$ cat src/rtl/regfile_pkg.sv
// Shared sizing and the one-hot helper for the register-file write controller.
package regfile_pkg;

    localparam int ADDR_W   = 5;
    localparam int NUM_REGS = 2**ADDR_W;
    localparam int CNT_W    = 2;
    localparam int CNT_MAX  = 2**CNT_W - 1;

    function automatic logic [NUM_REGS-1:0] onehot(input logic [ADDR_W-1:0] addr);
        logic [NUM_REGS-1:0] vec;
        vec = '0;
        for (int i = 0; i < NUM_REGS; i++) begin
            if (addr == ADDR_W'(i)) begin
                vec[i] = 1'b1;
            end
        end
        return vec;
    endfunction

endpackage

$ cat src/rtl/onehot_decoder.sv
// Combinational address-to-one-hot decoder; addresses at or above NUM_REGS,
// or a low enable, give an all-zero vector.
module onehot_decoder
    import regfile_pkg::*;
#(
    parameter int ADDR_W   = regfile_pkg::ADDR_W,
    parameter int NUM_REGS = 2**ADDR_W
) (
    input  logic                en,
    input  logic [ADDR_W-1:0]   addr,
    output logic [NUM_REGS-1:0] dec
);

    always_comb begin
        dec = '0;
        for (int i = 0; i < NUM_REGS; i++) begin
            if (en && (addr == ADDR_W'(i))) begin
                dec[i] = 1'b1;
            end
        end
    end

endmodule

$ cat src/rtl/regfile_write_ctrl.sv
// Register-file write controller: registered one-hot write enable, per-register
// saturating pending counters and read-port hazard flags. WB_BYPASS_EN masks a hazard
// in the cycle its last pending write retires.
module regfile_write_ctrl
    import regfile_pkg::*;
#(
    parameter int ADDR_W   = regfile_pkg::ADDR_W,
    parameter int NUM_REGS = 2**ADDR_W,
    parameter int CNT_W    = regfile_pkg::CNT_W
) (
    input  logic                clk,
    input  logic                reset,
    input  logic                Issue_Valid_i,
    input  logic [ADDR_W-1:0]   Issue_Reg_i,
    output logic                Issue_Ready_o,
    input  logic                WB_Valid_i,
    input  logic [ADDR_W-1:0]   WB_Reg_i,
    input  logic [ADDR_W-1:0]   Read_Reg_A_i,
    input  logic [ADDR_W-1:0]   Read_Reg_B_i,
    output logic                Hazard_A_o,
    output logic                Hazard_B_o,
    output logic [NUM_REGS-1:0] Write_Enable_o,
    output logic [NUM_REGS-1:0] Pending_o,
    output logic                Err_Underflow_o
);

    localparam logic [CNT_W-1:0] CNT_FULL = {CNT_W{1'b1}};

    logic [CNT_W-1:0]    cnt_q [NUM_REGS];
    logic [CNT_W-1:0]    cnt_d [NUM_REGS];
    logic [NUM_REGS-1:0] pending;
    logic [NUM_REGS-1:0] underflow;
    logic [NUM_REGS-1:0] retire;
    logic [NUM_REGS-1:0] we_d;
    logic [NUM_REGS-1:0] we_q;
    logic [CNT_W-1:0]    issue_cnt;
    logic                wb_same;
    logic                issue_acc;
    logic                err_q;
    logic                dec_en;

    // Counter 0 never leaves zero, so register 0 always reads as ready and hazard-free.
    always_comb begin
        issue_cnt = '0;
        for (int i = 0; i < NUM_REGS; i++) begin
            if (Issue_Reg_i == ADDR_W'(i)) begin
                issue_cnt = cnt_q[i];
            end
        end
        wb_same       = WB_Valid_i && (WB_Reg_i == Issue_Reg_i);
        Issue_Ready_o = !((issue_cnt == CNT_FULL) && !wb_same);
        issue_acc     = Issue_Valid_i && Issue_Ready_o;
    end

    always_comb begin
        logic inc;
        logic dec;
        for (int i = 0; i < NUM_REGS; i++) begin
            cnt_d[i]     = cnt_q[i];
            underflow[i] = 1'b0;
            retire[i]    = 1'b0;
            pending[i]   = (cnt_q[i] != '0);
            inc          = 1'b0;
            dec          = 1'b0;
            if (i != 0) begin
                inc = issue_acc && (Issue_Reg_i == ADDR_W'(i));
                dec = WB_Valid_i && (WB_Reg_i == ADDR_W'(i));
            end
            if (inc && !dec) begin
                cnt_d[i] = cnt_q[i] + CNT_W'(1);
            end else if (dec && !inc) begin
                if (cnt_q[i] == '0) begin
                    underflow[i] = 1'b1;
                end else begin
                    cnt_d[i] = cnt_q[i] - CNT_W'(1);
                end
            end
`ifdef WB_BYPASS_EN
            retire[i] = dec && !inc && (cnt_q[i] == CNT_W'(1));
`endif
        end
    end

    always_comb begin
        Hazard_A_o = 1'b0;
        Hazard_B_o = 1'b0;
        for (int i = 0; i < NUM_REGS; i++) begin
            if (Read_Reg_A_i == ADDR_W'(i)) begin
                Hazard_A_o = pending[i] && !retire[i];
            end
            if (Read_Reg_B_i == ADDR_W'(i)) begin
                Hazard_B_o = pending[i] && !retire[i];
            end
        end
    end

    assign dec_en = WB_Valid_i && (WB_Reg_i != '0);

    onehot_decoder #(
        .ADDR_W   (ADDR_W),
        .NUM_REGS (NUM_REGS)
    ) u_we_dec (
        .en   (dec_en),
        .addr (WB_Reg_i),
        .dec  (we_d)
    );

    always_ff @(posedge clk or negedge reset) begin
        if (!reset) begin
            for (int i = 0; i < NUM_REGS; i++) begin
                cnt_q[i] <= '0;
            end
            we_q  <= '0;
            err_q <= 1'b0;
        end else begin
            for (int i = 0; i < NUM_REGS; i++) begin
                cnt_q[i] <= cnt_d[i];
            end
            we_q <= we_d;
            if (|underflow) begin
                err_q <= 1'b1;
            end
        end
    end

    assign Pending_o       = pending;
    assign Write_Enable_o  = we_q;
    assign Err_Underflow_o = err_q;

endmodule
$ cat config.mk
export PLATFORM = sky130hd
export DESIGN_NAME = regfile_write_ctrl
export DESIGN_NICKNAME = d
export VERILOG_FILES = /design/src/rtl/regfile_pkg.sv /design/src/rtl/onehot_decoder.sv /design/src/rtl/regfile_write_ctrl.sv
export SDC_FILE = /design/constraint.sdc
export NUM_CORES = 1
export LEC_CHECK = 0
export ABC_AREA = 1
export BUFFER_PORTS_ARGS = -buffer_cell sky130_fd_sc_hd__clkbuf_2
export CORE_MARGIN = 2
export CORE_UTILIZATION = 50
export DETAILED_ROUTE_END_ITERATION = 10
export PLACE_DENSITY = 0.73
export SYNTH_ARGS = -nofsm -noshare
export SYNTH_HDL_FRONTEND = slang
export SYNTH_SLANG_ARGS = --single-unit
$ cat constraint.sdc
create_clock -name clk -period 3.3 [get_ports clk]
set_input_delay 0.165 -clock clk [delete_from_list [all_inputs] [get_ports clk]]
set_output_delay 0.165 -clock clk [all_outputs]
set_load 0.05 [all_outputs]
==> impl_metrics.csv <==
group,metric,value,unit
yosys,ys.flop_type,"dfrtp_1",
layout,final_cell_mix,"inv_1, nor2_1, buf_4",
hold_path,hold_path.class,"in2reg",
pwr,finalPower,0.00328,W
die,dieHeight,127,µm
layout,area_growth,41.7,%
clock_network,cts_root_buf,"clkbuf_16",
die,die-width,127,µm
timing,tns,-3.22,ns
clock_network,insertion_delay,0.37,ns
pwr,p_sw_share,37.8,%
yosys,ys_async_sr_fraction,100,%
layout,diodes,0,
timing,fin_crit_sh,118,%
yosys,synth_cells,1140,
clock_network,path_clk_slew,0.07,ns
pwr,seq_power_share,38.3,%
routing,num_vias,8902,
yosys,ys_ff_latch,95,
status,violations,"negative setup slack",
critical_path,critPathCaptureType,"flop",
die,die_area,16200,µm²
routing,met3_length,2260,µm
timing,worst_clock_skew,0.00820,ns
critical_path,timing_worst_setup_path_type,"reg2reg",
routing,routed.top_layer,"met4",
critical_path,r2r_setup_slack,-0.61,ns
clock_network,clkSinkCount,95,
place,place_congestion,1.03,
hold_path,min_path_cells,5,
grt,gr-usage-all-layers,31.0,%
place,port_buffers,90,
pwr,powerDensity,304,nW/µm²
grt,grt_pass1_vias,7855,
routing,wl_met1,10900,µm
routing,met2WireLength,12600,µm
routing,vias_per_cell,5.59,
yosys,synth_edf_count,0,
pwr,p_clk_share,33.1,%
status,outcome,"finished with violations",
timing,worst_pin_slew,0.875,ns
critical_path,reg2regPathDepth,30,
clock_network,cts_htree_levels,3,
routing,drt_wl_total,27400,µm
layout,drive_above_1_share,30.4,%
timing,slew_violations,0,
timing,rsz0062_at_grt,"yes",
pwr,power.leakage,5.32,nW
clock_network,cts_tree,"built",
clock_network,cts_buffer_depth,2,
critical_path,crit_fanout,7,
die,start_util,50.6,%
timing,min_period,3.91,ns
critical_path,cpMostUsedCell,"nand2_1",
critical_path,r2r_end,"Err_Underflow_o",
routing,ant_nets,0,
critical_path,endpoint,"Err_Underflow_o",
routing,wl_per_cell,17.2,µm
yosys,yosysUniqueCellTypes,39,
layout,final_nets,1486,
routing,drtIter0Drc,1142,
layout,design_area,10800,µm²
job,cap_violations,0,
yosys,yosys_warnings,0,
critical_path,rr_startpoint,"cnt_q[54]",
grt,antenna_found_initial,0,
critical_path,cp.arrival,4.14,ns
critical_path,crit_path_max_incr_delay,0.41,ns
yosys,synth-seq-area-share,31.3,%
critical_path,critPathLaunch,"cnt_q[54]",
clock_network,cts_buffers,9,
timing,fin_ws,-0.606,ns
critical_path,slowest_stage,"dfrtp_1",
critical_path,critPathLaunchType,"flop",
routing,drc_errors,0,
place,post-dp-hpwl,19400,µm
routing,firstDrtPassIters,9,
pwr,peakVddDrop,243,µV
grt,grt_first_pass_wirelength,39300,µm
yosys,synth_area,7600,µm²
timing,fmax,256,MHz
die,coreArea,15000,µm²
layout,final_common_cell,"inv_1",
layout,fillers,1119,
die,rows,45,
timing,max-slew-margin-rel,41.7,%
timing,setup_viol,30,
yosys,avgSynthCellArea,6.67,µm²
critical_path,crit_required,3.53,ns
pwr,switchingPower,0.00124,W
grt,grt_max_degree,65,
grt,grt.overflow.total,0,
pwr,p_int,0.00204,W
place,place_area,9490,µm²
timing,hold_viol,0,
die,pin_count,92,
pwr,combPwrFrac,28.6,%
-- power by group through the flow --
stage,Clock (W),Sequential (W),Combinational (W)
final,0.00108,0.00126,0.000938
after global routing,0.00113,0.00126,0.000994
after CTS,0.00108,0.00125,0.000812
after detailed placement,0,0.00127,0.000794
after global placement,0,0.00127,0.000786
after floorplan,0,0.00128,0.000459
-- cells in the mapped netlist, types with 4 or more instances --
master / number / area [µm²]
nor2_1: 246 / 923
o21ai_0: 24 / 120
buf_2: 5 / 25.0
nand2_1: 135 / 507
nand3_1: 98 / 490
xor2_1: 23 / 201
or2_2: 4 / 25.0
o22ai_1: 24 / 150
nor2_2: 14 / 87.6
a21oi_1: 46 / 230
inv_1: 236 / 886
nor4_1: 5 / 31.3
clkbuf_1: 12 / 45.0
o211ai_1: 5 / 37.5
nor3_1: 33 / 165
ha_1: 62 / 776
a221oi_1: 4 / 35.0
nand4_1: 35 / 219
dfrtp_1: 95 / 2380
-- final cells by class --
cell class	instances	area, µm²	area share [%]
clock buffer	9	225	2.09
clock inverter	7	73.8	0.685
inverter	238	898	8.34
multi-input combinational	785	4970	46.1
sequential	95	2380	22.1
tap	188	235	2.18
timing repair buffer	271	1990	18.5
-- worst min-delay path by stage --
stage                 from                  to  slack [ns]
2_1_floorplan        reset     Err_Underflow_o       -0.13
3_3_place_gp         reset   Write_Enable_o[0]        0.33
3_5_place_dp         reset   Write_Enable_o[8]        0.33
4_1_cts        WB_Reg_i[2]  Write_Enable_o[14]        0.30
5_1_grt        WB_Reg_i[2]  Write_Enable_o[30]        0.34
6_report       WB_Reg_i[2]  Write_Enable_o[14]        0.31
-- worst max-delay path, delay by kind of cell (launching register included) --
family / cells / cell delay [ns]
simple gates: 25 / 2.29
compound gates: 2 / 0.57
flops: 1 / 0.41
buf+inv: 2 / 0.28
fa+ha+maj: 1 / 0.24
-- logic make-up (layout without fill, tap and decap cells) --
kind of cell | after synthesis | count (layout) | share of synthesized area (%)
adder cells (fa/ha/maj) | 62 | 62 | 10.2
buffers and inverters | 261 | 525 | 13.3
XOR/XNOR | 24 | 24 | 2.76
flip-flops | 95 | 95 | 31.3
AND/OR/NAND/NOR | 579 | 579 | 33.2
AO/OA/AOI/OAI | 118 | 118 | 9.15
other | 1 | 2 | 0.0493
-- repair_timing --
| item | in CTS | in global routing |
|---|---|---|
| pin swaps | 0 | 62 |
| gates cloned | 0 | 0 |
| buffers inserted | 0 | 11 |
| gates resized for setup | 20 | 190 |
| endpoints found under the hold margin | 62 | 0 |
| hold buffers | 1 | 0 |
| endpoints found under the setup margin | 10 | 65 |
-- layer usage --
metal  global-route usage [%]  vias to the layer above
met3                     3.48                      130
met4                     15.0                        0
met5                        0                        -
met1                     40.9                     4116
met2                     50.8                      513
li1                         -                     4143
-- flip-flops by register name, summed over array words and instances, names as in the netlist --
name / cells
Err_Underflow_o: 1
Write_Enable_o: 32
cnt_q: 62
-- metrics by stage --
stage                     hold slack (ns)  util (%)  worst slack, ns  cells
final                               0.307      71.7           -0.606   1593
after global routing                0.342      71.7           -0.844   1593
after CTS                           0.299      65.7           -0.330   1585
after detailed placement            0.330      63.2           -0.652   1568
after global placement              0.326      63.2           -0.580   1568
after floorplan                    -0.131         -            0.109   1141
No activity file was read; power rests on OpenSTA's default activity.
